===== src/rtl/pipe_ctrl.sv =====
`default_nettype none
// ============================================================================
//  Module   : pipe_ctrl
//  Purpose  : Pipeline control unit. It merges per-stage stall requests,
//             load-use hazards, WFI and fetch/decode exceptions. It drives the
//             stall vector, flush, the trap redirect and the host-visible
//             status and exception registers.
//  Options  : PIPE_CTRL_PERF_EN adds the perf_stall_cycles counter output.
//  Revision : 1.0 - initial release
// ============================================================================
module pipe_ctrl #(
   parameter int                STAGES    = 6,
   parameter int                ADDR_W    = 32,
   parameter int                FLUSH_CYC = 2,
   parameter logic [ADDR_W-1:0] TRAP_VEC  = 32'h0000_0100,
   parameter int                ID_STAGE  = 2
) (
   input  logic              clk,
   input  logic              rst,
   input  logic              start_pc,
   input  logic [2:0]        core_configuration,
   input  logic [STAGES-1:0] stallreq,
   input  logic              is_loadrelated,
   input  logic              is_wfi,
   input  logic              irq_pending,
   input  logic              pc_invalid,
   input  logic              inst_invalid,
   input  logic [ADDR_W-1:0] exc_pc_in,
   output logic [STAGES-1:0] stall,
   output logic              flush,
   output logic              redirect_valid,
   output logic [ADDR_W-1:0] redirect_pc,
   output logic [2:0]        core_status,
   output logic [1:0]        core_exception,
   output logic [ADDR_W-1:0] core_exception_pc
`ifdef PIPE_CTRL_PERF_EN
   ,
   output logic [31:0]       perf_stall_cycles
`endif
);

   typedef enum logic [2:0] {
      ST_IDLE = 3'd0,
      ST_RUN  = 3'd1,
      ST_WFI  = 3'd2,
      ST_EXC  = 3'd3,
      ST_HALT = 3'd4
   } state_t;

   // Counter holds the number of flush cycles still to come after the current one.
   localparam int                 c_cnt_w    = (FLUSH_CYC > 1) ? $clog2(FLUSH_CYC) : 1;
   localparam logic [c_cnt_w-1:0] c_cnt_load = c_cnt_w'(FLUSH_CYC - 1);

   state_t              r_state;
   logic [c_cnt_w-1:0]  r_cnt;
   logic                r_redirect_valid;
   logic [ADDR_W-1:0]   r_redirect_pc;
   logic [1:0]          r_cause;
   logic [ADDR_W-1:0]   r_exc_pc;

   logic                w_pc_exc;
   logic                w_ill_exc;
   logic [STAGES-1:0]   w_run_stall;
   logic [STAGES-1:0]   w_wfi_stall;
   logic [STAGES-1:0]   w_stall;

   assign w_pc_exc  = pc_invalid   & ~core_configuration[0];
   assign w_ill_exc = inst_invalid & ~core_configuration[1];

   // RUN stall: thermometer below the highest requesting stage, OR'd with hazard masks.
   always_comb begin
      logic v_acc;
      v_acc       = 1'b0;
      w_run_stall = '0;
      w_wfi_stall = '0;
      for (int j = STAGES - 1; j >= 0; j--) begin
         v_acc          = v_acc | stallreq[j];
         w_wfi_stall[j] = (j <= ID_STAGE);
         w_run_stall[j] = v_acc
                        | ((j <= ID_STAGE)     & (is_loadrelated | is_wfi | w_ill_exc))
                        | ((j <= ID_STAGE + 1) & w_pc_exc);
      end
   end

   // Stall selection by state; only RUN passes the live input terms through.
   always_comb begin
      case (r_state)
         ST_RUN:  w_stall = w_run_stall;
         ST_WFI:  w_stall = w_wfi_stall;
         default: w_stall = '1;
      endcase
   end

   // Control FSM with flush counter, one-shot redirect and sticky exception capture.
   always_ff @(posedge clk) begin
      if (rst) begin
         r_state          <= ST_IDLE;
         r_cnt            <= '0;
         r_redirect_valid <= 1'b0;
         r_redirect_pc    <= '0;
         r_cause          <= 2'd0;
         r_exc_pc         <= '0;
      end else begin
         r_redirect_valid <= 1'b0;
         r_redirect_pc    <= '0;
         case (r_state)
            ST_IDLE: begin
               if (start_pc) r_state <= ST_RUN;
            end
            ST_RUN: begin
               if (w_ill_exc | w_pc_exc) begin
                  // First fault wins; later faults still flush but keep the record.
                  if (r_cause == 2'd0) begin
                     r_cause  <= w_ill_exc ? 2'd2 : 2'd1;
                     r_exc_pc <= exc_pc_in;
                  end
                  r_cnt   <= c_cnt_load;
                  r_state <= ST_EXC;
               end else if (is_wfi) begin
                  r_state <= ST_WFI;
               end
            end
            ST_WFI: begin
               if (irq_pending) r_state <= ST_RUN;
            end
            ST_EXC: begin
               if (r_cnt == '0) begin
                  if (core_configuration[2]) begin
                     r_state <= ST_HALT;
                  end else begin
                     r_redirect_valid <= 1'b1;
                     r_redirect_pc    <= TRAP_VEC;
                     r_state          <= ST_RUN;
                  end
               end else begin
                  r_cnt <= r_cnt - 1'b1;
               end
            end
            ST_HALT: begin
               if (start_pc) begin
                  r_cause  <= 2'd0;
                  r_exc_pc <= '0;
                  r_state  <= ST_RUN;
               end
            end
            default: r_state <= ST_IDLE;
         endcase
      end
   end

`ifdef PIPE_CTRL_PERF_EN
   logic [31:0] r_perf;

   // Count stalled cycles while the core is live (RUN or WFI); wraps naturally.
   always_ff @(posedge clk) begin
      if (rst) begin
         r_perf <= '0;
      end else if (((r_state == ST_RUN) || (r_state == ST_WFI)) && w_stall[0]) begin
         r_perf <= r_perf + 32'd1;
      end
   end

   assign perf_stall_cycles = r_perf;
`endif

   assign stall             = w_stall;
   assign flush             = (r_state == ST_EXC);
   assign redirect_valid    = r_redirect_valid;
   assign redirect_pc       = r_redirect_pc;
   assign core_status       = r_state;
   assign core_exception    = r_cause;
   assign core_exception_pc = r_exc_pc;

endmodule
`default_nettype wire


===== config.mk =====
export PLATFORM = sky130hd
export DESIGN_NAME = pipe_ctrl
export DESIGN_NICKNAME = d
export VERILOG_FILES = /design/src/rtl/pipe_ctrl.sv
export SDC_FILE = /design/constraint.sdc
export NUM_CORES = 1
export LEC_CHECK = 0
export ABC_AREA = 1
export ABC_CLOCK_PERIOD_IN_PS = 2500
export BUFFER_PORTS_ARGS = -buffer_cell sky130_fd_sc_hd__buf_2
export CORE_ASPECT_RATIO = 1.75
export CORE_MARGIN = 2
export CORE_UTILIZATION = 48
export DETAILED_ROUTE_END_ITERATION = 8
export PLACE_DENSITY = 0.86
export SETUP_SLACK_MARGIN = 0.05
export SYNTH_ARGS = -nofsm -noshare
export SYNTH_HDL_FRONTEND = slang
export SYNTH_SLANG_ARGS = --single-unit

===== constraint.sdc =====
create_clock -name clk -period 2.5 [get_ports clk]
set_input_delay 0 -clock clk [delete_from_list [all_inputs] [get_ports clk]]
set_output_delay 0 -clock clk [all_outputs]
set_load 0.02 [all_outputs]

==> results of run 1 <==
==> per-layer routing <==
metal,track usage (%),vias to the layer above,part of all wire [%]
met1,18.5,977,35
li1,-,1152,-
met4,7.72,0,1.7
met3,5.51,8,7.1
met2,40.2,82,56
met5,0,-,0
==> sequential cells by signal (all words and copies together), names as in the netlist <==
signal             flops
core_exception_pc     32
core_exception         2
r_cnt                  1
redirect_pc            1
core_status            3
==> critical path, stage by stage, from the launching register on <==
cell and delay (ns):
dfxtp_1 0.38, nor2_2 0.20, nand2_4 0.22, nand2_4 0.31, nand3_4 0.25, inv_4 0.32, nor2_1 0.07, nor2_1 0.10
==> per-stage QoR <==
step           utilization [%]  hold WS (ns)
6_report                  60.2        0.0454
5_1_grt                   60.2        0.0626
4_1_cts                   60.2        0.0407
3_5_place_dp              57.6         0.217
3_3_place_gp              57.6         0.209
2_1_floorplan                -        0.0691
==> timing repair <==
action | 4_1_cts | 5_1_grt
endpoints found under the hold margin | 3 | 0
setup buffers | 0 | 0
hold buffers | 3 | 0
==> synth_stat cells <==
| library cell | instances |
|---|---|
| nand2_1 | 86 |
| nor2_1 | 77 |
| dfxtp_1 | 39 |
| buf_4 | 32 |
| nand3_1 | 30 |
| inv_1 | 29 |
| nor2_2 | 12 |
| buf_6 | 5 |
| clkbuf_1 | 5 |
| a21oi_1 | 3 |
| buf_2 | 2 |
| inv_4 | 2 |
| nand2_2 | 2 |
| nand2_4 | 2 |
| nand4_1 | 2 |
| nor4_1 | 2 |
| o211ai_1 | 2 |
| o21ai_0 | 2 |
| a41oi_1 | 1 |
| clkinv_1 | 1 |
| conb_1 | 1 |
| inv_2 | 1 |
| nand3_4 | 1 |
| nor2_4 | 1 |
==> how the worst max path moves through the flow <==
stage | startpoint | end | slack [ns] | depth (start not counted)
after floorplan | core_status[1] | core_exception_pc[10] | 1.05 | 9
after global placement | core_status[1] | core_exception_pc[2] | 0.71 | 7
after detailed placement | core_status[0] | core_exception_pc[27] | 0.63 | 7
after CTS | core_status[0] | core_exception_pc[27] | 0.60 | 7
after global routing | core_status[0] | core_exception_pc[4] | 0.39 | 7
final | core_status[0] | core_exception_pc[27] | 0.60 | 7
==> power breakdown <==
part           switching (uW)  internal (uW)
clock network             217            195
registers                 140            854
logic                    1050            487
==> kinds of logic (layout without fill, tap and decap cells) <==
logic type / after synthesis / count (layout) / synth area share (%)
simple gates: 215 / 215 / 41.8
buf+inv: 77 / 138 / 20.5
flops: 39 / 39 / 35.3
compound gates: 8 / 8 / 2.20
other cells: 1 / 31 / 0.169
==> final cells by class <==
type / instances / share of cell area (%)
Clock inverter: 2 / 0.472
Timing Repair Buffer: 97 / 18.9
Clock buffer: 6 / 2.74
Tap cell: 51 / 2.41
Inverter: 33 / 4.86
Multi-Input combinational cell: 254 / 41.2
Sequential cell: 39 / 29.5
==> flow_metrics.env, run 1 <==
export IMPL_drv_cap=0
export IMPL_seq_area_um2=781
export IMPL_reg2reg_depth=7
export IMPL_grt_overflow=0
export IMPL_num_nets_final=479
export IMPL_dr_pass1_iters=4
export IMPL_relSlewSlack_pct=39.3
export IMPL_place_hpwl_um=3950
export IMPL_slew_viol_final=0
export IMPL_dr_first_iter_drc_count=78
export IMPL_synth_area_top_cells="dfxtp_1, nand2_1, nor2_1"
export IMPL_grt_pass1_vias=2058
export IMPL_arrival_ns=2.12
export IMPL_final_cell_mix="buf_2, nand2_1, nor2_1, dfxtp_1, conb_1"
export IMPL_worst_pin_slew_ns=0.906
export IMPL_total_power_uw=2940
export IMPL_fp_coreArea_um2=4400
export IMPL_viasPerCell=4.60
export IMPL_endpoint_kind="flop"
export IMPL_avgSynthCellArea_um2=6.51
export IMPL_pre_cts_ws_ns=0.626
export IMPL_clkLatencyLatePin_ns=0.28
export IMPL_max_freq_mhz=526
export IMPL_cts_buffers=5
export IMPL_rows=32
export IMPL_crit_required_ns=2.72
export IMPL_critPathMaxFanout=28
export IMPL_routabilityCongestion=0.880
export IMPL_die_y_um=93.8
export IMPL_p_leak_uw=0.00156
export IMPL_die_area_um2=5190
export IMPL_worst_hold_path_type="input port to flop"
export IMPL_grt_max_degree=36
export IMPL_multi_input_area_um2=1090
export IMPL_layout_commonest_cell="buf_2"
export IMPL_die_x_um=55.3
export IMPL_hold_end="core_status[0]"
export IMPL_outcome="complete, no violations"
export IMPL_clk_pin_slew_ns=0.08
export IMPL_finalCritPeriodShare_pct=76.0
export IMPL_grt_use_total_pct=20.1
export IMPL_critPathKind="flop to flop"
export IMPL_synthCells=340
export IMPL_setup_violations=0
export IMPL_start_util_pct=50.3
export IMPL_irDropWorstVdd_mv=0.694
export IMPL_yosysWarnings=0
export IMPL_layout_drive_gt1_share_pct=28.3
export IMPL_mappedNetlistArea_um2=2210
export IMPL_cts_tree="yes"
export IMPL_dp_cells=471
export IMPL_portBuffers=94
export IMPL_cts_resized=0
export IMPL_routedWlPerCell_um=10.9
export IMPL_fill_cells=428
export IMPL_clock_root_buffer="clkbuf_8"
export IMPL_io_pins=126
export IMPL_rsz0062_at_grt="false"
export IMPL_yosysUniqueCellTypes=24
export IMPL_yosysTopAreaCell="dfxtp_1"
export IMPL_ant_nets=0
export IMPL_antenna_found_initial=0
export IMPL_r2r_end="core_exception_pc[27]"
export IMPL_syn_to_final_growth_pct=19.7
export IMPL_hold_depth=3
export IMPL_ys_ff_latch=39
export IMPL_rrSetupSlack_ns=0.60
export IMPL_fin_cells=482
export IMPL_cts_sinks=39
export IMPL_start_kind="flop"
export IMPL_place_area_um2=2530
export IMPL_ys_seq_area_share_pct=35.3
export IMPL_num_vias=2219
export IMPL_fin_tns_setup_ns=0
export IMPL_netlist_area_leader_share_pct=35.3
export IMPL_design_area_um2=2650
export IMPL_htree_levels=2
export IMPL_skew_ns=0.00227
export IMPL_r2r_start="core_status[0]"
export IMPL_holdCritStartpoint="irq_pending"
export IMPL_hold_viol_final=0
export IMPL_antenna_cells_inserted=0
export IMPL_power_density_nw_per_um2=1110
export IMPL_grt_first_pass_wirelength_um=8400
export IMPL_clockBufferDepth=2
export IMPL_fin_ws_ns=0.599
export IMPL_min_period_ns=1.90
export IMPL_routed_wl_um=5240
export IMPL_drc_errors=0
(Power assumes the default switching activity.)
==> run 2, diff against run 1 <==
ABC_AREA = 0   (was 1)
ABC_CLOCK_PERIOD_IN_PS = 1800   (was 2500)
CORE_UTILIZATION = 40   (was 48)
PLACE_DENSITY = 0.8   (was 0.86)
clock period = 1.8 ns   (was 2.5 ns; I/O delays follow)
==> flow_metrics.env, run 2 <==
export IMPL_synthFlopType="dfxtp_1"
export IMPL_endpoint_kind="output port"
export IMPL_grt_pass1_vias=1585
export IMPL_antenna_cells_inserted=0
export IMPL_avgSynthCellArea_um2=10.1
export IMPL_antenna_found_initial=0
export IMPL_yosysUniqueCellTypes=32
export IMPL_grt_overflow=0
export IMPL_synth_edf_count=0
export IMPL_dr_pass1_iters=4
export IMPL_die_x_um=53.1
export IMPL_fin_tns_setup_ns=0
export IMPL_yosysTopAreaCell="dfxtp_1"
export IMPL_final_cell_mix="buf_2, dfxtp_1, dlygate4sd3_1, a22o_1, conb_1"
export IMPL_clockBufferDepth=2
export IMPL_num_nets_final=350
export IMPL_cts_tree="yes"
export IMPL_dr_first_iter_drc_count=14
export IMPL_irDropWorstVdd_mv=0.747
export IMPL_routed_wl_um=4590
export IMPL_netlist_area_leader_share_pct=46.2
export IMPL_crit_required_ns=1.80
export IMPL_hold_viol_final=0
export IMPL_cts_sinks=39
export IMPL_portBuffers=94
export IMPL_fp_coreArea_um2=4110
export IMPL_drc_errors=0
export IMPL_place_hpwl_um=3030
export IMPL_fill_cells=369
export IMPL_die_y_um=90.0
export IMPL_crit_path_top_delay_cell="or4_4"
export IMPL_start_util_pct=41.1
export IMPL_critPathKind="flop to output port"
export IMPL_synthCells=167
export IMPL_largest_register_ffs=32
export IMPL_routedWlPerCell_um=13.1
export IMPL_final_core_util_pct=62.7
export IMPL_synth_area_top_cells="dfxtp_1, a22o_1, buf_4"
export IMPL_synth_common_cells="dfxtp_1, a22o_1, buf_4"
export IMPL_syn_to_final_growth_pct=52.5
export IMPL_critPathMaxFanout=2
export IMPL_finalCritPeriodShare_pct=95.3
export IMPL_p_leak_uw=0.00128
export IMPL_async_reset_ff_share_pct=0
export IMPL_die_area_um2=4780
export IMPL_setup_violations=0
export IMPL_yosysWarnings=0
export IMPL_cp_cell_sequence="nor2b_4 > nand4_2 > or4_4 > or2_1 > buf_2"
export IMPL_outcome="complete, no violations"
export IMPL_mappedNetlistArea_um2=1690
export IMPL_grt_first_pass_wirelength_um=7340
export IMPL_ant_nets=0
export IMPL_viasPerCell=4.80
export IMPL_min_period_ns=1.72
export IMPL_cts_buffers=5
export IMPL_power_density_nw_per_um2=1020
export IMPL_design_area_um2=2580
export IMPL_clock_root_buffer="clkbuf_8"
export IMPL_yosysMostFrequentCell="dfxtp_1"
export IMPL_rsz0062_at_grt="true"
export IMPL_rows=31
export IMPL_place_area_um2=2110
export IMPL_start_kind="flop"
export IMPL_clkLatencyLatePin_ns=0.29
export IMPL_routabilityCongestion=0.762
export IMPL_layout_commonest_cell="buf_2"
export IMPL_layout_drive_gt1_share_pct=39.1
export IMPL_ys_ff_latch=39
export IMPL_grt_max_degree=33
export IMPL_htree_levels=2
export IMPL_slew_viol_final=0
export IMPL_max_freq_mhz=583
export IMPL_io_pins=126
export IMPL_skew_ns=0.00497
export IMPL_ys_seq_area_share_pct=46.2
export IMPL_grt_use_total_pct=20.3
export IMPL_clk_pin_slew_ns=0.07
export IMPL_arrival_ns=1.72
export IMPL_worst_hold_path_type="input port to flop"
export IMPL_num_vias=1686
export IMPL_slowest_delay_ns=0.49
export IMPL_drv_cap=0
## run 2: cell families (layout without fill, tap and decap cells)
group,Yosys count,in the layout,share of synthesized area (%)
compound gates,49,49,23.0
buf+inv,42,147,17.1
flops,39,39,46.2
mux,1,1,0.593
other cells,1,31,0.222
simple gates,35,35,12.8
## run 2: stage by stage
step	hold slack, ns	instances	power [uW]	worst slack (ns)
global route	0.0652	351	2790	0.0154
detailed placement	0.214	306	1990	0.328
floorplan	0.0691	197	1720	0.0678
CTS	0.0212	351	2640	0.0604
global placement	0.209	306	1970	0.328
finish	0.0374	351	2630	0.0838
## run 2: power breakdown
| part | internal [uW] | total (uW) | switching [uW] | leakage, uW |
|---|---|---|---|---|
| Sequential | 985 | 1050 | 67.8 | 0.000317 |
| Clock | 271 | 566 | 295 | 0.0000412 |
| Combinational | 408 | 1010 | 600 | 0.000925 |
| Total | 1660 | 2630 | 962 | 0.00128 |
## run 2: worst paths after layout
kind / cells past startpoint / endpoint / from / slack (ns)
min reg2reg: 1 / core_exception_pc[21] / core_exception_pc[21] / 0.48
max: 5 / stall[0] / core_status[2] / 0.08
min: 3 / core_status[2] / start_pc / 0.04
max reg2reg: 5 / redirect_pc[8] / core_status[2] / 0.16
## run 2: worst max-delay path: cells and delay by family (launching register included)
kind	cells	cell delay (ns)
DFF	1	0.34
buffers and inverters	1	0.15
and+or+nand+nor	4	0.93
## run 2: what timing repair did
action / CTS / global route
endpoints found under the setup margin: 1 / 2
gates resized for setup: 1 / 3
hold endpoints to repair: 36 / 0
buffers inserted: 1 / 0
hold buffers: 36 / 0
## run 2: final cells by class
cell class / count / area [um^2] / area share, %
multi-input cells: 116 / 753 / 29.2
inverters: 1 / 3.75 / 0.146
well taps: 49 / 61.3 / 2.38
clock buffers: 6 / 72.6 / 2.82
clock inverters: 2 / 12.5 / 0.486
flip-flops and latches: 39 / 782 / 30.4
repair buffers: 138 / 891 / 34.6
## run 2: layer usage
layer / GRT usage [%] / up-vias / share of wire, %
li1: - / 807 / -
met3: 4.98 / 16 / 7.7
met1: 20.5 / 773 / 35
met5: 0 / - / 0
met2: 36.6 / 90 / 54
met4: 9.40 / 0 / 3.7
